--- src/rtl/proc_ctrl_pkg.sv ---
// Shared encodings for the accumulator-machine sequencer: opcodes, FSM states,
// control-word bit positions and ALU select codes.
package proc_ctrl_pkg;

    localparam int OP_NOP  = 0;
    localparam int OP_LDAC = 1;
    localparam int OP_STAC = 2;
    localparam int OP_ADD  = 3;
    localparam int OP_SUB  = 4;
    localparam int OP_JMP  = 5;
    localparam int OP_JMPZ = 6;
    localparam int OP_HALT = 15;

    typedef enum logic [3:0] {
        ST_IDLE   = 4'd0,
        ST_F1     = 4'd1,
        ST_F2     = 4'd2,
        ST_DEC    = 4'd3,
        ST_MRD    = 4'd4,
        ST_EX     = 4'd5,
        ST_MWR    = 4'd6,
        ST_JMP    = 4'd7,
        ST_HALTED = 4'd8,
        ST_FAULT  = 4'd9
    } state_e;

    localparam int CS_W       = 11;
    localparam int CS_PC_INC  = 10;
    localparam int CS_PC_LOAD = 9;
    localparam int CS_IR_LOAD = 8;
    localparam int CS_AR_LOAD = 7;
    localparam int CS_AR_SEL  = 6;
    localparam int CS_MEM_RD  = 5;
    localparam int CS_MEM_WR  = 4;
    localparam int CS_DR_LOAD = 3;
    localparam int CS_AC_LOAD = 2;

    localparam logic [1:0] ALU_PASS = 2'b00;
    localparam logic [1:0] ALU_ADD  = 2'b01;
    localparam logic [1:0] ALU_SUB  = 2'b10;

endpackage

--- src/rtl/mem_wait_timer.sv ---
// Counts cycles spent waiting on memory; timeout flags the last permitted
// wait cycle (count == WAIT_MAX-1).
module mem_wait_timer #(
    parameter int WAIT_MAX = 16
) (
    input  logic clk,
    input  logic rst,
    input  logic clr,
    input  logic en,
    output logic timeout
);
    localparam int CW = $clog2(WAIT_MAX);

    logic [CW-1:0] cnt_q, cnt_d;

    assign timeout = (cnt_q == CW'(WAIT_MAX - 1));

    always_comb begin
        cnt_d = cnt_q;
        if (clr)
            cnt_d = '0;
        else if (en && !timeout)
            cnt_d = cnt_q + 1'b1;
    end

    always_ff @(posedge clk or posedge rst) begin
        if (rst) cnt_q <= '0;
        else     cnt_q <= cnt_d;
    end

endmodule

--- src/rtl/proc_sequencer.sv ---
// Opcode-driven fetch/decode/execute controller for the accumulator datapath,
// with a ready handshake and timeout on every memory wait state.
module proc_sequencer
    import proc_ctrl_pkg::*;
#(
    parameter int WAIT_MAX = 16,
    parameter int OP_W     = 4
) (
    input  logic            clk,
    input  logic            rst,
    input  logic            start,
    input  logic [OP_W-1:0] opcode,
    input  logic            zero_flag,
    input  logic            mem_ready,
    output logic [CS_W-1:0] ctrlsig,
    output logic            halted,
    output logic            fault,
    output logic            illegal
);
    state_e     state_q, state_d;
    logic [1:0] alu_q, alu_d;
    logic       in_wait, timeout;

    assign in_wait = (state_q == ST_F2) || (state_q == ST_MRD) || (state_q == ST_MWR);

    // Held clear outside wait states, so every entry starts from zero.
    mem_wait_timer #(.WAIT_MAX(WAIT_MAX)) u_timer (
        .clk     (clk),
        .rst     (rst),
        .clr     (!in_wait),
        .en      (in_wait && !mem_ready),
        .timeout (timeout)
    );

    always_comb begin
        state_d = state_q;
        alu_d   = alu_q;
        ctrlsig = '0;
        illegal = 1'b0;
        case (state_q)
            ST_IDLE: if (start) state_d = ST_F1;
            ST_F1: begin
                ctrlsig[CS_AR_LOAD] = 1'b1;
                state_d = ST_F2;
            end
            ST_F2: begin
                ctrlsig[CS_MEM_RD] = 1'b1;
                if (mem_ready) begin
                    ctrlsig[CS_IR_LOAD] = 1'b1;
                    ctrlsig[CS_PC_INC]  = 1'b1;
                    state_d = ST_DEC;
                end else if (timeout) begin
                    state_d = ST_FAULT;
                end
            end
            ST_DEC: begin
                case (opcode)
                    OP_W'(OP_NOP):  state_d = ST_F1;
                    OP_W'(OP_LDAC), OP_W'(OP_ADD), OP_W'(OP_SUB): begin
                        ctrlsig[CS_AR_LOAD] = 1'b1;
                        ctrlsig[CS_AR_SEL]  = 1'b1;
                        alu_d   = (opcode == OP_W'(OP_ADD)) ? ALU_ADD :
                                  (opcode == OP_W'(OP_SUB)) ? ALU_SUB : ALU_PASS;
                        state_d = ST_MRD;
                    end
                    OP_W'(OP_STAC): begin
                        ctrlsig[CS_AR_LOAD] = 1'b1;
                        ctrlsig[CS_AR_SEL]  = 1'b1;
                        state_d = ST_MWR;
                    end
                    OP_W'(OP_JMP):  state_d = ST_JMP;
                    OP_W'(OP_JMPZ): state_d = zero_flag ? ST_JMP : ST_F1;
                    OP_W'(OP_HALT): state_d = ST_HALTED;
                    default: begin
                        illegal = 1'b1;
                        state_d = ST_F1;
                    end
                endcase
            end
            ST_MRD: begin
                ctrlsig[CS_MEM_RD] = 1'b1;
                if (mem_ready) begin
                    ctrlsig[CS_DR_LOAD] = 1'b1;
                    state_d = ST_EX;
                end else if (timeout) begin
                    state_d = ST_FAULT;
                end
            end
            ST_EX: begin
                ctrlsig[CS_AC_LOAD] = 1'b1;
                ctrlsig[1:0]        = alu_q;
                state_d = ST_F1;
            end
            ST_MWR: begin
                ctrlsig[CS_MEM_WR] = 1'b1;
                if (mem_ready)    state_d = ST_F1;
                else if (timeout) state_d = ST_FAULT;
            end
            ST_JMP: begin
                ctrlsig[CS_PC_LOAD] = 1'b1;
                state_d = ST_F1;
            end
            ST_HALTED: if (start) state_d = ST_F1;
            ST_FAULT:  state_d = ST_FAULT;
            default:   state_d = ST_IDLE;
        endcase
    end

    assign halted = (state_q == ST_HALTED);
    assign fault  = (state_q == ST_FAULT);

    always_ff @(posedge clk or posedge rst) begin
        if (rst) begin
            state_q <= ST_IDLE;
            alu_q   <= ALU_PASS;
        end else begin
            state_q <= state_d;
            alu_q   <= alu_d;
        end
    end

endmodule

--- config.mk ---
export PLATFORM = sky130hd
export DESIGN_NAME = proc_sequencer
export DESIGN_NICKNAME = d
export VERILOG_FILES = /design/src/rtl/proc_ctrl_pkg.sv /design/src/rtl/mem_wait_timer.sv /design/src/rtl/proc_sequencer.sv
export SDC_FILE = /design/constraint.sdc
export NUM_CORES = 1
export LEC_CHECK = 0
export CAP_MARGIN = 20
export CORE_ASPECT_RATIO = 0.5
export CORE_MARGIN = 1.5
export CORE_UTILIZATION = 25
export CTS_CLUSTER_SIZE = 28
export DETAILED_ROUTE_END_ITERATION = 8
export GPL_ROUTABILITY_DRIVEN = 0
export GPL_TIMING_DRIVEN = 0
export SKIP_LAST_GASP = 1
export SYNTH_ARGS = -nofsm -noshare
export SYNTH_HDL_FRONTEND = slang
export SYNTH_SLANG_ARGS = --single-unit
--- constraint.sdc ---
create_clock -name clk -period 2.8 [get_ports clk]
set_clock_uncertainty 0.05 [all_clocks]
set_input_delay 0.56 -clock clk [delete_from_list [all_inputs] [get_ports clk]]
set_output_delay 0.56 -clock clk [all_outputs]
set_load 0.02 [all_outputs]
==> results of run 1 <==
==> metal layers <==
metal  track usage, %  vias up
li1                 -      403
met1            16.13      359
met2            18.08       17
met3            2.476        3
met4            3.934        0
met5                0        -
==> registers in the layout, summed over array words and instances (netlist names) <==
| signal | count |
|---|---|
| alu_q | 2 |
| state_q | 4 |
| u_timer.cnt_q | 4 |
==> what timing repair did <==
item | 4_1_cts | 5_1_grt
endpoints found under the setup margin | 2 | 2
resized for setup | 2 | 4
pin swaps | 0 | 0
hold buffers | 0 | 0
==> worst paths after layout <==
check	slack [ns]	cells past startpoint	to	start
worst max-delay path	0.14	5	ctrlsig[10]	mem_ready
worst min-delay path	0.45	1	alu_q[0]	alu_q[0]
worst max register to register	1.25	4	u_timer.cnt_q[2]	u_timer.cnt_q[0]
worst min register to register	0.45	1	alu_q[0]	alu_q[0]
max in group asynchronous	1.86	2	alu_q[0]	rst
min in group asynchronous	0.56	2	u_timer.cnt_q[2]	rst
==> cells in the final DEF, fill, tap and decap left out, types with 2 or more instances in the layout <==
master / count
nor2_1: 9
nand4_1: 3
nand2b_1: 7
xnor2_1: 2
dfrtp_1: 10
nor3_1: 5
clkbuf_8: 4
buf_2: 6
mux2i_1: 2
o21ai_1: 2
nand2_1: 4
o21a_1: 2
and2_1: 2
inv_1: 3
a21oi_1: 2
nand3_1: 2
and3_1: 2
clkdlybuf4s50_1: 18
==> layout make-up <==
type | instances | area share, %
plain buffers | 9 | 4.575
clock buffers | 4 | 4.793
inverters | 3 | 0.9804
multi-input cells | 74 | 45.53
flip-flops and latches | 10 | 21.79
well taps | 40 | 4.357
repair buffers | 21 | 17.97
==> metrics by stage <==
step / hold slack, ns / setup slack (ns) / util, % / TNS, ns
3_3_place_gp: 0.4441 / -0.1803 / 35.39 / -0.1908
6_report: 0.4531 / 0.1413 / 37.05 / 0
3_5_place_dp: 0.4524 / -0.1795 / 35.39 / -0.1861
5_1_grt: 0.5045 / 0.02498 / 37.05 / 0
2_1_floorplan: 0.3502 / 0.6060 / - / 0
4_1_cts: 0.4630 / 0.04917 / 37.09 / 0
==> synthesized netlist by cell type (all sizes together) (2+ instances only) <==
| library cell | instances | area, um2 |
|---|---|---|
| and3 | 2 | 12.51 |
| inv | 3 | 11.26 |
| o21a | 2 | 15.01 |
| xnor2 | 2 | 17.52 |
| a31oi | 2 | 18.77 |
| dfrtp | 10 | 250.2 |
| nand3 | 2 | 10.01 |
| and2 | 2 | 12.51 |
| o21ba | 2 | 20.02 |
| mux2i | 2 | 20.02 |
| nor3 | 5 | 25.02 |
| nor2 | 10 | 40.04 |
| nand2 | 4 | 15.01 |
| a21oi | 2 | 10.01 |
| nand4 | 3 | 18.77 |
| buf | 8 | 48.80 |
| nand2b | 7 | 43.79 |
| o21ai | 3 | 15.01 |
==> power groups by stage <==
stage                     registers (W)  clock network (W)  logic, W
final                          0.000222           0.000183  0.000486
after global routing           0.000229           0.000194  0.000542
after CTS                      0.000222           0.000187  0.000491
after detailed placement       0.000224                  0  0.000498
after global placement         0.000223                  0  0.000498
after floorplan                0.000215                  0  0.000352
==> cells by family (layout without fill, tap and decap cells) <==
kind of cell | Yosys count | in the layout | synth area share (%)
fa+ha+maj | 1 | 1 | 1.495
simple gates | 47 | 47 | 35.28
flops | 10 | 10 | 29.90
xor+xnor | 3 | 3 | 3.140
buf+inv | 12 | 37 | 7.623
compound gates | 21 | 21 | 20.18
mux | 2 | 2 | 2.392
==> flow_metrics.tcl, run 1 <==
set metrics [dict create \
    placed_cells 157 \
    multiInputGateArea_um2 523.0 \
    switching_share_pct 39.92 \
    groute.usage.overall_pct 11.58 \
    report.final.setup_viol 0 \
    die_width_um 84.83 \
    ir_worst_vdd_mv 0.2303 \
    timing.critical_path.to_type "primary output" \
    finalMaxSlewViolations 0 \
    cts.sinks 10 \
    clock_transition_at_the_registers_of_the_reported_paths_ns 0.05 \
    io_buffer_count 21 \
    via_count 782 \
    timing.critical_path.arrival_ns 2.05 \
    flow.area_growth_from_synthesis_pct 37.22 \
    synth-seq-cells 10 \
    grt_remaining_overflow 0 \
    violations "DRC" \
    insertion_delay_ns 0.24 \
    final_cell_count_no_fill 161 \
    global_route_wire_length_before_repair_um 3353 \
    highest_metal_used "met4" \
    timing.critical_path.fanout_max 5 \
    drive_above_1_share_pct 17.36 \
    met2_wirelength_um 830 \
    wl_per_cell_um 12.19 \
    ioPinCount 23 \
    timing.slew.headroom_pct 68.15 \
    met3WireLength_um 81 \
    syn_area_per_cell_um2 8.719 \
    run_status "finished, violations left" \
    crit_type "in2out" \
    synth_nets 106 \
    crit_chain "clkdlybuf4s50_1 -> nand2_1 -> nor2_1 -> buf_4 -> clkdlybuf4s50_1" \
    p_sw_w 0.0003555 \
    synth.distinct_cells 49 \
    finalHoldViolations 0 \
    met1_length_um 1037 \
    number_of_antenna_violations_at_the_first_check_in_global_routing 0 \
    floorplan.die_area_um2 3725 \
    cts_setup_buffers 0 \
    drt_drc 2 \
    syn-cell-area_um2 837.1 \
    std_cell_rows 14 \
    unrepaired_setup_endpoints_after_global_routing "no" \
    synth_sequential_area_ratio_pct 29.90 \
    synth_edf_count 0 \
    cts_root_buf "clkbuf_8" \
    cpLargestDelayFamily "buffers and inverters" \
    worstHoldPathType "reg2reg" \
    worstPathRequired_ns 2.19 \
    ys.warnings.count 0 \
    floorplan.initialDensity_pct 27.00 \
    ctsLongestPathBuffers 2 \
    maxCapViolCount 0 \
    pwr-share-comb_pct 54.6 \
    firstDrtPassIters 8 \
    power_w 0.0008904 \
    finalInstanceArea_um2 1149 \
    crit_buf_inv 3 \
    start_kind "input pin" \
    first_global_vias 707 \
    seq_power_share_pct 24.9 \
    cts_buffers 3 \
    core_region_area_um2 3100 \
    timing.critical_path.slowest_stage_cell "clkdlybuf4s50_1" \
    synthArstFlopShare_pct 100.0 \
    tightest_slew_ns 0.4728 \
    num-fill-cells 316 \
    power_report.internal_total_w 0.0005349 \
    cellPowerDensity_nw_per_um2 775.2 \
    fin_nets 132 \
    postSynthCellCount 96 \
    final-seq-area_um2 250.2 \
    clkPwrFrac_pct 20.5 \
    fmax_mhz 376.1 \
    clock_tree.htree_level_count 1 \
    p_leak_nw 0.4921 \
    cts_tree "yes" \
    fin_crit_period_ns 2.659 \
    drt-vias-per-instance 4.857 \
    place.detailed.hpwl_um 1511 \
    timing.critical_path.mode_cell "clkdlybuf4s50_1" \
    cpPeakStageDelay_ns 0.59 \
    detailedRoute.firstIterationViolations 81 \
    die_h_um 43.92 \
    grt_start_max_net_pins 11 \
    route.antenna.remaining_nets 0 \
    num_antenna_cells 0 \
    dpl-instance-area_um2 1097 \
    share_of_the_clock_period_used_by_the_worst_path_pct 94.96 \
    wl_um 1962 \
    synth_top_flop_cell "dfrtp_1" \
]
No activity file was read; power rests on OpenSTA's default activity.
==> inputs of run 2 (changes only) <==
Settings changed: SLEW_MARGIN from default to 30, TNS_END_PERCENT from default to 20.
==> flow_metrics.tcl, run 2 (synthesis results as in run 1) <==
set metrics [dict create \
    timing.slew.headroom_pct 67.97 \
    insertion_delay_ns 0.24 \
    share_of_the_clock_period_used_by_the_worst_path_pct 97.83 \
    fmax_mhz 365.1 \
    core_region_area_um2 3100 \
    ctsLongestPathBuffers 2 \
    worstHoldPathType "reg2reg" \
    fin_hold_ws_ns 0.4531 \
    timing.critical_path.to_type "primary output" \
    cts_hold_buf 0 \
    cts_repair_resize_count 1 \
    placed_cells 157 \
    fin_nets 132 \
    floorplan.initialDensity_pct 27.00 \
    detailedRoute.firstIterationViolations 63 \
    setup-tns-final_ns 0 \
    firstDrtPassIters 8 \
    drive_above_1_share_pct 16.53 \
    number_of_antenna_violations_at_the_first_check_in_global_routing 0 \
    tightest_slew_ns 0.4754 \
    mostFrequentLayoutCell "clkdlybuf4s50_1" \
    die_width_um 84.83 \
    p_leak_nw 0.4892 \
    clock_transition_at_the_registers_of_the_reported_paths_ns 0.05 \
    ir_worst_vdd_mv 0.2313 \
    cellPowerDensity_nw_per_um2 776.9 \
    wl_um 1975 \
    timing.critical_path.fanout_max 10 \
    cts.sinks 10 \
    finalMaxSlewViolations 0 \
    io_buffer_count 21 \
    first_global_vias 707 \
    final_cell_count_no_fill 161 \
    biggestRegsByFlops "state_q (4), u_timer.cnt_q (4), alu_q (2)" \
    fin_crit_period_ns 2.739 \
    crit_type "in2out" \
    worstPathRequired_ns 2.19 \
    drt_drc 2 \
    cts_root_buf "clkbuf_8" \
    clock_tree.htree_level_count 1 \
    cts_setup_buffers 0 \
    grt_start_max_net_pins 11 \
    layout.core_utilization_pct 37.21 \
    ioPinCount 23 \
    die_h_um 43.92 \
    most-common-layout-cells "clkdlybuf4s50_1 (19), dfrtp_1 (10), nor2_1 (9)" \
    grt_remaining_overflow 0 \
    report.final.setup_viol 0 \
    std_cell_rows 14 \
    cts_tree "yes" \
    unrepaired_setup_endpoints_after_global_routing "yes" \
    groute.usage.overall_pct 11.58 \
    num_antenna_cells 0 \
    via_count 781 \
    cts_buffers 3 \
    num-fill-cells 316 \
    drt-vias-per-instance 4.851 \
    wl_per_cell_um 12.27 \
    run_status "finished, violations left" \
    global_route_wire_length_before_repair_um 3353 \
    route.antenna.remaining_nets 0 \
    finalHoldViolations 0 \
    floorplan.die_area_um2 3725 \
    place.detailed.hpwl_um 1511 \
    flow.area_growth_from_synthesis_pct 37.82 \
    maxCapViolCount 0 \
    violations "DRC" \
    timing.critical_path.arrival_ns 2.13 \
    start_kind "input pin" \
]
[run 2: layer usage]
layer / wire length (um) / track usage, %
met5: 0 / 0
met4: 13 / 3.934
met3: 80 / 2.476
met2: 832 / 18.08
met1: 1049 / 16.13
[run 2: metrics by stage]
stage	total power (W)	setup slack (ns)	cell area, um2
global route	0.0009700	-0.06013	1154
CTS	0.0009031	-0.02568	1151
detailed placement	0.0007223	-0.1795	1097
floorplan	0.0005666	0.6060	837.1
finish	0.0008963	0.06083	1154
global placement	0.0007212	-0.1803	1097
[run 2: power breakdown]
group | internal, W | switching (W)
Sequential | 0.000183 | 0.0000391
Combinational | 0.000233 | 0.000259
Clock | 0.000124 | 0.0000588
Total | 0.000540 | 0.000356
[run 2: final timing paths]
kind | cells past startpoint | slack [ns] | end | from
min | 1 | 0.45 | alu_q[0] | alu_q[0]
max reg2reg | 4 | 1.25 | u_timer.cnt_q[2] | u_timer.cnt_q[0]
max | 5 | 0.06 | ctrlsig[6] | opcode[2]
min in group asynchronous | 2 | 0.56 | u_timer.cnt_q[2] | rst
min reg2reg | 1 | 0.45 | alu_q[0] | alu_q[0]
max in group asynchronous | 2 | 1.85 | alu_q[0] | rst
[run 2: layout make-up]
cell class	count	area [um2]	share of cell area [%]
Sequential cell	10	250.2	21.69
Inverter	3	11.26	0.9761
Clock buffer	4	55.05	4.772
Multi-Input combinational cell	74	523.0	45.34
Tap cell	40	50.05	4.338
Timing Repair Buffer	21	211.5	18.33
Buffer	9	52.55	4.555
[run 2: critical path, stage by stage]
cell and delay, ns:
clkdlybuf4s50_1 0.48, buf_2 0.20, nor3_1 0.09, nor3_1 0.17
clkdlybuf4s50_1 0.63
==> inputs of run 3 (changes only) <==
Settings changed: GPL_TIMING_DRIVEN 0 to default.
==> flow_metrics.tcl, run 3 (synthesis results as in run 1) <==
set metrics [dict create \
    insertion_delay_ns 0.24 \
    cts_root_buf "clkbuf_8" \
    std_cell_rows 14 \
    tightest_slew_ns 0.5252 \
    floorplan.initialDensity_pct 27.00 \
    timing.critical_path.fanout_max 4 \
    place.detailed.hpwl_um 1532 \
    drt_drc 4 \
    cts.sinks 10 \
    timing.critical_path.arrival_ns 2.14 \
    violations "DRC" \
    fin_crit_period_ns 2.747 \
    final-seq-area_um2 250.2 \
    cpPeakStageDelay_ns 0.64 \
    worstHoldPathType "reg2reg" \
    crit_chain "clkdlybuf4s50_1 -> nor3_1 -> buf_4 -> nor3_1 -> clkdlybuf4s50_1" \
    num_antenna_cells 0 \
    wl_per_cell_um 11.79 \
    clock_tree.htree_level_count 1 \
    power_w 0.0008662 \
    core_region_area_um2 3100 \
    die_width_um 84.83 \
    maxCapViolCount 0 \
    p_leak_nw 0.5022 \
    flow.area_growth_from_synthesis_pct 40.96 \
    floorplan.die_area_um2 3725 \
    drt-vias-per-instance 4.834 \
    via_count 788 \
    number_of_antenna_violations_at_the_first_check_in_global_routing 0 \
    clkPwrFrac_pct 17.1 \
    min-delay-start "alu_q[0]" \
    crit_type "in2out" \
    cellPowerDensity_nw_per_um2 734.1 \
    cp-startpoint "opcode[0]" \
    power_report.internal_total_w 0.0005179 \
    global_route_wire_length_before_repair_um 3339 \
    cts_hold_buf 0 \
    mostFrequentLayoutCell "clkdlybuf4s50_1" \
    io_buffer_count 22 \
    groute.usage.overall_pct 11.75 \
    timing.critical_path.to_type "primary output" \
    detailedRoute.firstIterationViolations 51 \
    share_of_the_clock_period_used_by_the_worst_path_pct 98.11 \
    route.antenna.remaining_nets 0 \
    p_sw_w 0.0003483 \
    drive_above_1_share_pct 17.89 \
    switching_share_pct 40.21 \
    r2r-start "state_q[1]" \
    fin_nets 135 \
    multiInputGateArea_um2 523.0 \
    ctsLongestPathBuffers 2 \
    r2r_setup_slack_ns 1.22 \
    fmax_mhz 364.0 \
    grt_start_max_net_pins 13 \
    layout.core_utilization_pct 38.05 \
    run_status "finished, violations left" \
    timing.critical_path.slowest_stage_cell "clkdlybuf4s50_1" \
    die_h_um 43.92 \
    finalHoldViolations 0 \
    ioPinCount 23 \
    finalMaxSlewViolations 0 \
    biggestRegsByFlops "state_q (4), u_timer.cnt_q (4), alu_q (2)" \
    first_global_vias 720 \
    pwr-share-comb_pct 56.9 \
    report.final.setup_viol 0 \
    cts_tree "yes" \
    cts_buffers 3 \
    firstDrtPassIters 6 \
    seq_power_share_pct 26.0 \
    start_kind "input pin" \
    most-common-layout-cells "clkdlybuf4s50_1 (20), buf_4 (11), dfrtp_1 (10)" \
    ir_worst_vdd_mv 0.1934 \
    timing.slew.headroom_pct 64.62 \
    clock_transition_at_the_registers_of_the_reported_paths_ns 0.04 \
    wl_um 1921 \
    num-fill-cells 325 \
    unrepaired_setup_endpoints_after_global_routing "yes" \
    grt_remaining_overflow 0 \
    worstPathRequired_ns 2.19 \
]
==> run 3: changes by cell type in the layout (fill, tap and decap cells not counted), sizes merged <==
cell	delta
clkdlybuf4s50	+1
buf	+3
clkbuf	-2
==> run 3: metal layers <==
metal  track usage [%]  up-vias  share of wire, %
li1                  -      407                 -
met1             15.22      363                53
met2             19.04       15                41
met3             2.476        3               4.1
met4             5.902        0               1.2
met5                 0        -                 0
==> run 3: per-stage QoR <==
stage               hold WS, ns  cells  setup slack, ns  TNS (ns)  area [um2]
CTS                      0.4565    163         -0.03060  -0.03060        1177
finish                   0.4471    163          0.05283         0        1180
floorplan                0.3502     96           0.6060         0       837.1
detailed placement       0.4442    160         -0.07606  -0.09347        1137
global route             0.4851    163         -0.04268  -0.04268        1180
global placement         0.4470    160         -0.04656  -0.06191        1137
==> run 3: cell type report <==
class                   count  share of cell area (%)
inverters                   3                  0.9544
repair buffers             33                   25.77
multi-input cells          74                   44.33
clock buffers               3                   3.499
well taps                  40                   4.242
flip-flops and latches     10                   21.21
==> run 3: worst paths after layout <==
path                                         end  cells after the start
min in group asynchronous       u_timer.cnt_q[0]                      2
worst min register to register          alu_q[0]                      1
max in group asynchronous             state_q[2]                      2
worst max register to register          alu_q[0]                      4
worst min-delay path                    alu_q[0]                      1
worst max-delay path                  ctrlsig[6]                      5
==> run 3: repair_timing <==
action / 4_1_cts / 5_1_grt
resized for setup: 1 / 1
setup buffers: 0 / 0
endpoints found under the setup margin: 2 / 2
pin swaps: 0 / 0
==> run 3: power groups by stage <==
stage               registers [W]  logic (W)  clock network [W]
CTS                      0.000226   0.000498           0.000152
global route             0.000234   0.000541           0.000159
detailed placement       0.000228   0.000502                  0
finish                   0.000225   0.000493           0.000148
floorplan                0.000215   0.000352                  0
global placement         0.000228   0.000502                  0
==> run 3: critical path: cells and delay by family <==
family,cells,cell delay [ns]
buf+inv,3,1.31
simple gates,2,0.27
